File: src/rtl/dmac_engine_mo.sv
// Single-channel AXI DMA copy engine: reads bursts into a FIFO, writes them back out, and tracks outstanding B responses.
// Optional DMAC_RESP_ERR_EN makes err_o a sticky flag for non-OKAY R/B responses; without it err_o is tied low.
module dmac_engine_mo #(
   parameter int DATA_W          = 32,
   parameter int MAX_BURST       = 16,
   parameter int FIFO_DEPTH      = 16,
   parameter int MAX_OUTSTANDING = 4
) (
   input  logic                clk,
   input  logic                rst,
   input  logic [31:0]         src_addr_i,
   input  logic [31:0]         dst_addr_i,
   input  logic [15:0]         byte_len_i,
   input  logic                start_i,
   output logic                done_o,
   output logic                err_o,
   output logic [31:0]         araddr_o,
   output logic [3:0]          arlen_o,
   output logic [2:0]          arsize_o,
   output logic [1:0]          arburst_o,
   output logic                arvalid_o,
   input  logic                arready_i,
   input  logic [DATA_W-1:0]   rdata_i,
   input  logic [1:0]          rresp_i,
   input  logic                rlast_i,
   input  logic                rvalid_i,
   output logic                rready_o,
   output logic [31:0]         awaddr_o,
   output logic [3:0]          awlen_o,
   output logic [2:0]          awsize_o,
   output logic [1:0]          awburst_o,
   output logic                awvalid_o,
   input  logic                awready_i,
   output logic [DATA_W-1:0]   wdata_o,
   output logic [DATA_W/8-1:0] wstrb_o,
   output logic                wlast_o,
   output logic                wvalid_o,
   input  logic                wready_i,
   input  logic [1:0]          bresp_i,
   input  logic                bvalid_i,
   output logic                bready_o
);

   localparam int          BB        = DATA_W / 8;
   localparam int          BSHIFT    = $clog2(BB);
   localparam int          PTR_W     = $clog2(FIFO_DEPTH);
   localparam logic [15:0] MAX_BYTES = 16'(MAX_BURST * BB);
   localparam logic [15:0] LOW_MASK  = 16'(BB - 1);

   typedef enum logic [2:0] {IDLE, RREQ, RDATA, WREQ, WDATA, WAIT} state_t;

   state_t              state, state_nxt;
   logic [31:0]         src_addr, dst_addr;
   logic [15:0]         rem, cur;
   logic [3:0]          burst_len, wcnt, out_cnt;
   logic [PTR_W:0]      wr_ptr, rd_ptr, fifo_cnt;
   logic [DATA_W-1:0]   fifo_mem [FIFO_DEPTH];
   logic                fifo_full, fifo_empty, start_ok;
   logic                ar_hs, r_hs, aw_hs, w_hs, b_dec;

   assign cur        = (rem > MAX_BYTES) ? MAX_BYTES : rem;
   assign burst_len  = 4'((cur >> BSHIFT) - 16'd1);
   assign fifo_cnt   = wr_ptr - rd_ptr;
   assign fifo_full  = fifo_cnt[PTR_W];
   assign fifo_empty = (wr_ptr == rd_ptr);
   assign start_ok   = (state == IDLE) && start_i && ((byte_len_i & ~LOW_MASK) != 16'd0);

   assign araddr_o  = src_addr;
   assign arlen_o   = burst_len;
   assign arsize_o  = 3'(BSHIFT);
   assign arburst_o = 2'b01;
   assign awaddr_o  = dst_addr;
   assign awlen_o   = burst_len;
   assign awsize_o  = 3'(BSHIFT);
   assign awburst_o = 2'b01;
   assign wstrb_o   = '1;
   assign wdata_o   = fifo_mem[rd_ptr[PTR_W-1:0]];
   assign bready_o  = 1'b1;

   assign ar_hs = arvalid_o && arready_i;
   assign r_hs  = rready_o && rvalid_i;
   assign aw_hs = awvalid_o && awready_i;
   assign w_hs  = wvalid_o && wready_i;
   assign b_dec = bvalid_i && (out_cnt != 4'd0);

   always_ff @(posedge clk or posedge rst) begin
      if (rst) state <= IDLE;
      else     state <= state_nxt;
   end

   always_comb begin
      state_nxt = state;
      arvalid_o = 1'b0;
      rready_o  = 1'b0;
      awvalid_o = 1'b0;
      wvalid_o  = 1'b0;
      wlast_o   = 1'b0;
      done_o    = 1'b0;
      case (state)
         IDLE: begin
            done_o = 1'b1;
            if (start_ok) state_nxt = RREQ;
         end
         RREQ: begin
            arvalid_o = 1'b1;
            if (arready_i) state_nxt = RDATA;
         end
         RDATA: begin
            rready_o = !fifo_full;
            if (rvalid_i && !fifo_full && rlast_i) state_nxt = WREQ;
         end
         WREQ: begin
            awvalid_o = (out_cnt < 4'(MAX_OUTSTANDING));
            if ((out_cnt < 4'(MAX_OUTSTANDING)) && awready_i) state_nxt = WDATA;
         end
         WDATA: begin
            wvalid_o = !fifo_empty;
            wlast_o  = (wcnt == 4'd0);
            if (!fifo_empty && wready_i && (wcnt == 4'd0))
               state_nxt = (rem == 16'd0) ? WAIT : RREQ;
         end
         WAIT: begin
            if (out_cnt == 4'd0) state_nxt = IDLE;
         end
         default: state_nxt = IDLE;
      endcase
   end

   // rem shrinks when the write burst is committed, so cur stays valid across the R and W phases
   always_ff @(posedge clk or posedge rst) begin
      if (rst) begin
         src_addr <= '0;
         dst_addr <= '0;
         rem      <= '0;
         wcnt     <= '0;
      end else begin
         if (start_ok) begin
            src_addr <= src_addr_i;
            dst_addr <= dst_addr_i;
            rem      <= byte_len_i & ~LOW_MASK;
         end
         if (ar_hs) src_addr <= src_addr + {16'd0, cur};
         if (aw_hs) begin
            dst_addr <= dst_addr + {16'd0, cur};
            wcnt     <= burst_len;
            rem      <= rem - cur;
         end else if (w_hs) begin
            wcnt <= wcnt - 4'd1;
         end
      end
   end

   always_ff @(posedge clk or posedge rst) begin
      if (rst)                 out_cnt <= '0;
      else if (aw_hs && !b_dec) out_cnt <= out_cnt + 4'd1;
      else if (!aw_hs && b_dec) out_cnt <= out_cnt - 4'd1;
   end

   always_ff @(posedge clk or posedge rst) begin
      if (rst) begin
         wr_ptr <= '0;
         rd_ptr <= '0;
      end else begin
         if (r_hs) wr_ptr <= wr_ptr + 1'b1;
         if (w_hs) rd_ptr <= rd_ptr + 1'b1;
      end
   end

   always_ff @(posedge clk) begin
      if (r_hs) fifo_mem[wr_ptr[PTR_W-1:0]] <= rdata_i;
   end

`ifdef DMAC_RESP_ERR_EN
   logic err_q;

   always_ff @(posedge clk or posedge rst) begin
      if (rst)           err_q <= 1'b0;
      else if (start_ok) err_q <= 1'b0;
      else if ((r_hs && (rresp_i != 2'b00)) || (bvalid_i && (bresp_i != 2'b00)))
         err_q <= 1'b1;
   end

   assign err_o = err_q;
`else
   logic resp_unused;
   assign resp_unused = ^{rresp_i, bresp_i};
   assign err_o       = 1'b0;
`endif

endmodule

File: config.mk
export PLATFORM = sky130hd
export DESIGN_NAME = dmac_engine_mo
export DESIGN_NICKNAME = d
export VERILOG_FILES = /design/src/rtl/dmac_engine_mo.sv
export SDC_FILE = /design/constraint.sdc
export NUM_CORES = 1
export LEC_CHECK = 0
export BUFFER_PORTS_ARGS = -buffer_cell sky130_fd_sc_hd__buf_2
export CAP_MARGIN = 10
export CORE_MARGIN = 1
export CORE_UTILIZATION = 55
export CTS_BUF_LIST = sky130_fd_sc_hd__clkbuf_8
export DETAILED_ROUTE_END_ITERATION = 12
export PLACE_DENSITY = 0.86
export SYNTH_ARGS = -nofsm -noshare
export SYNTH_HDL_FRONTEND = slang
export SYNTH_SLANG_ARGS = --single-unit
File: constraint.sdc
create_clock -name clk -period 9.5 [get_ports clk]
set_clock_uncertainty 0.15 [all_clocks]
set_input_delay 0.475 -clock clk [delete_from_list [all_inputs] [get_ports clk]]
set_output_delay 0.475 -clock clk [all_outputs]
set_load 0.005 [all_outputs]
==> metrics.txt <==
number of global-route vias before repair approximately 17,000; number of maximum-capacitance violations 0; shortest clock period the worst path allows after layout 5.36 ns; post-synth design cell area approximately 0.027 mm²; clock slew at reported path FFs 0.06 ns; post-synthesis mux area share between 10% and 20%; fraction of met1 tracks used by global routing between 30 and 40%; required time at the worst-slack endpoint 8.88 ns; Wirelength per Cell around 24 µm; cell type contributing the most total cell area after synthesis edfxtp_1; parity-gate share of the synthesized area counting xor and xnor cells 1.51%; insertion delay of the later-clocked pin in the worst-skew pair around 0.68 ns; static leakage 0.0114 µW; clock tree from TritonCTS done; most used flip-flop cell after synthesis edfxtp_1; Setup crit end kind output port; global route total overflow 0; simple-gate share of the synthesized area 6.13%; most used routing layer met2; adder-cell area share of the yosys netlist under 10%; Post-synth EDFFs 512; Final HPWL DP about 37 mm; most area-consuming cells after synthesis edfxtp_1, mux4_2, dfrtp_1, ha_1, nand2_1; f_max 187 MHz; R2R Path End araddr_o[24]; average size of a mapped cell ~17 µm²; R2R Setup Slk roughly 4.8 ns; deepest clock path buffer count 3; share of flip-flops with an asynchronous set or reset between 10% and 20%; sequential cell area fraction in the yosys report between 60% and 70%; Buffers on Ports 228; number of H-tree levels 3; Cell Rows 80; dominant combinational cell family by area after synthesis multiplexers; path category of the worst min-delay check in2reg; Yosys top cell area share 57.7%; Max transition margin 14.5%; WS Path Type reg2out; net count reported at finish approximately 2,200; global-route wire length before repair roughly 100 mm; cell count after synthesis 1,600; global routing met2 resource utilization 45.5%; cell area after layout 0.0312 mm²; Post-DP Area approximately 0.028 mm²; final setup violation count 0; number of vias after detailed routing around 17,000; CTS Root Cell clkbuf_8; vertical die dimension between 200 and 250 µm; series of cell instances along the critical path buf_4 > buf_4 > mux4_2 > mux4_2 > buf_2; worst flop-to-flop path startpoint rem[2]; gpl congestion approximately 0.93; number of clock buffers inserted by TritonCTS 93; Final Cycle Share a little under three fifths; full die area 0.0493 mm²; #FFs+latches synth roughly 600; leading cell types by count after synthesis edfxtp_1, mux4_2, nand2_1; end point of the critical path wdata_o[13]; Post-Route Setup TNS 0 ns; worst setup path startpoint rd_ptr[0]; Num Clock Sinks roughly 610; maximum number of pins on one net before global-route repair 85; P&R area growth vs syn 17.1%; number of cells traversed by the worst register-to-register path 15; count of synthesis-stage warnings from yosys 0; initial antenna violation count 4; outcome finished, final reports clean; Die W between 200 and 250 µm; RSZ-0062 raised after global routing no; CP Launch Type flip-flop; post-detailed-route count of antenna-violating nets 0; crit path max-delay cell type dfrtp_4; highest fanout seen on the critical path 57; initial core utilization 55.8%; initial detailed-routing violation count 1,749; Final Hold Fails 0; number of top-level design ports around 250; transition at the pin with the smallest max-transition slack ~1.3 ns; fraction of the mapped netlist area in compound gates ~6.7%; met3 track demand over resource about 5.2%; layout cell share with drive strength beyond 1 27.4%; DRC viols 0; Pins Over Slew Limit 0; maximum cell stage delay along the critical path about 1.2 ns; global router's overall resource usage 26.8%; overall power after layout roughly 8100 µW; power per cell area 259 mW/mm²; total length of routed wires about 65 mm; worst ir drop on vdd between 0.00015 and 0.0002 V; top-count cell post-synth edfxtp_1; total iterations of the first detailed-routing run 8; worst endpoint data arrival time ~4.7 ns; core area 0.0477 mm²; routed vias/inst approximately 6.2; library cells used by synthesis a little over 70
## worst min-delay path by stage
| stage | from | end | slack [ns] | depth (start not counted) |
|---|---|---|---|---|
| 5_1_grt | rdata_i[31] | fifo_mem[14][31] | 0.03 | 1 |
| 3_3_place_gp | rst | out_cnt[3] | 0.28 | 2 |
| 2_1_floorplan | wr_ptr[4] | wr_ptr[4] | 0.31 | 1 |
| 6_report | rdata_i[31] | fifo_mem[14][31] | 0.05 | 1 |
| 3_5_place_dp | rst | out_cnt[2] | 0.28 | 2 |
| 4_1_cts | rdata_i[31] | fifo_mem[6][31] | 0.004 | 1 |
## what timing repair did
item                                   in CTS  in global routing
gates resized for setup                     0                  0
hold buffers                              110                  0
endpoints found under the hold margin     528                  0
setup buffers                               0                  0
## layout make-up
cell class	instances	area (µm²)
clock inverters	67	369
clock buffers	96	1320
diodes	4	10.0
flip-flops and latches	613	17900
inverters	28	108
repair buffers	355	2370
well taps	615	769
fillers	2991	16600
multi-input cells	893	8330
## worst max-delay path, delay by kind of cell, from the launching register on
kind	cells	cell delay, ns
buf+inv	3	1.66
flops	1	1.15
mux	2	1.15
## per-layer routing
metal  vias up  wire, µm
li1       7152         -
met2      1056     33300
met4         4      2530
met5         -        31
met3       217      5680
met1      8264     23800
## per-stage QoR
stage	util (%)	setup slack (ns)	hold WS, ns	instances
floorplan	-	4.17	0.312	1633
global placement	59.5	4.76	0.285	2394
detailed placement	59.5	4.70	0.280	2394
CTS	65.3	3.92	0.00415	2667
global route	65.3	3.72	0.0263	2669
finish	65.3	4.14	0.0503	2671
## cells in the final DEF, fill, tap and decap left out, drive strengths merged, types with 9 or more instances in the layout
cell and instances:
and2 10, conb 35, buf 245, clkinv 19, ha 48, xnor2 25, nor4 9, a211oi 19
xor2 21, a31oi 19, inv 74, a311oi 20, nor2b 9, nand3 23, o221a 9, mux4 160
dfrtp 101, dlygate4sd3 110, a22oi 13, nor2 71, a21oi 57, a21o 20, and3 30, nor3 24
nand4 14, o21ai 50, nand2 110, edfxtp 512, clkbuf 96, or3 10
## logic make-up after synthesis
family                     Yosys count
and+or+nand+nor                    332
muxes                              170
adders and majority gates           51
other                                2
DFF                                613
xor gates and xnor gates            46
AOI/OAI and AO/OA                  259
buffers and inverters              127
## report_power, final
group          leakage, µW  internal (µW)  switching (µW)  total [µW]
Clock              0.00101            998            1000        2000
Combinational      0.00457           1220            1250        2470
Sequential         0.00579           3200             418        3610
Total               0.0114           5410            2670        8080
## registers in the layout, summed over array words and instances, names as in the netlist
signal / count
state: 3
wcnt: 4
out_cnt: 4
araddr_o: 32
fifo_mem: 512
wr_ptr: 5
rem: 16
rd_ptr: 5
awaddr_o: 32
Power figures use the tool's default switching activity.
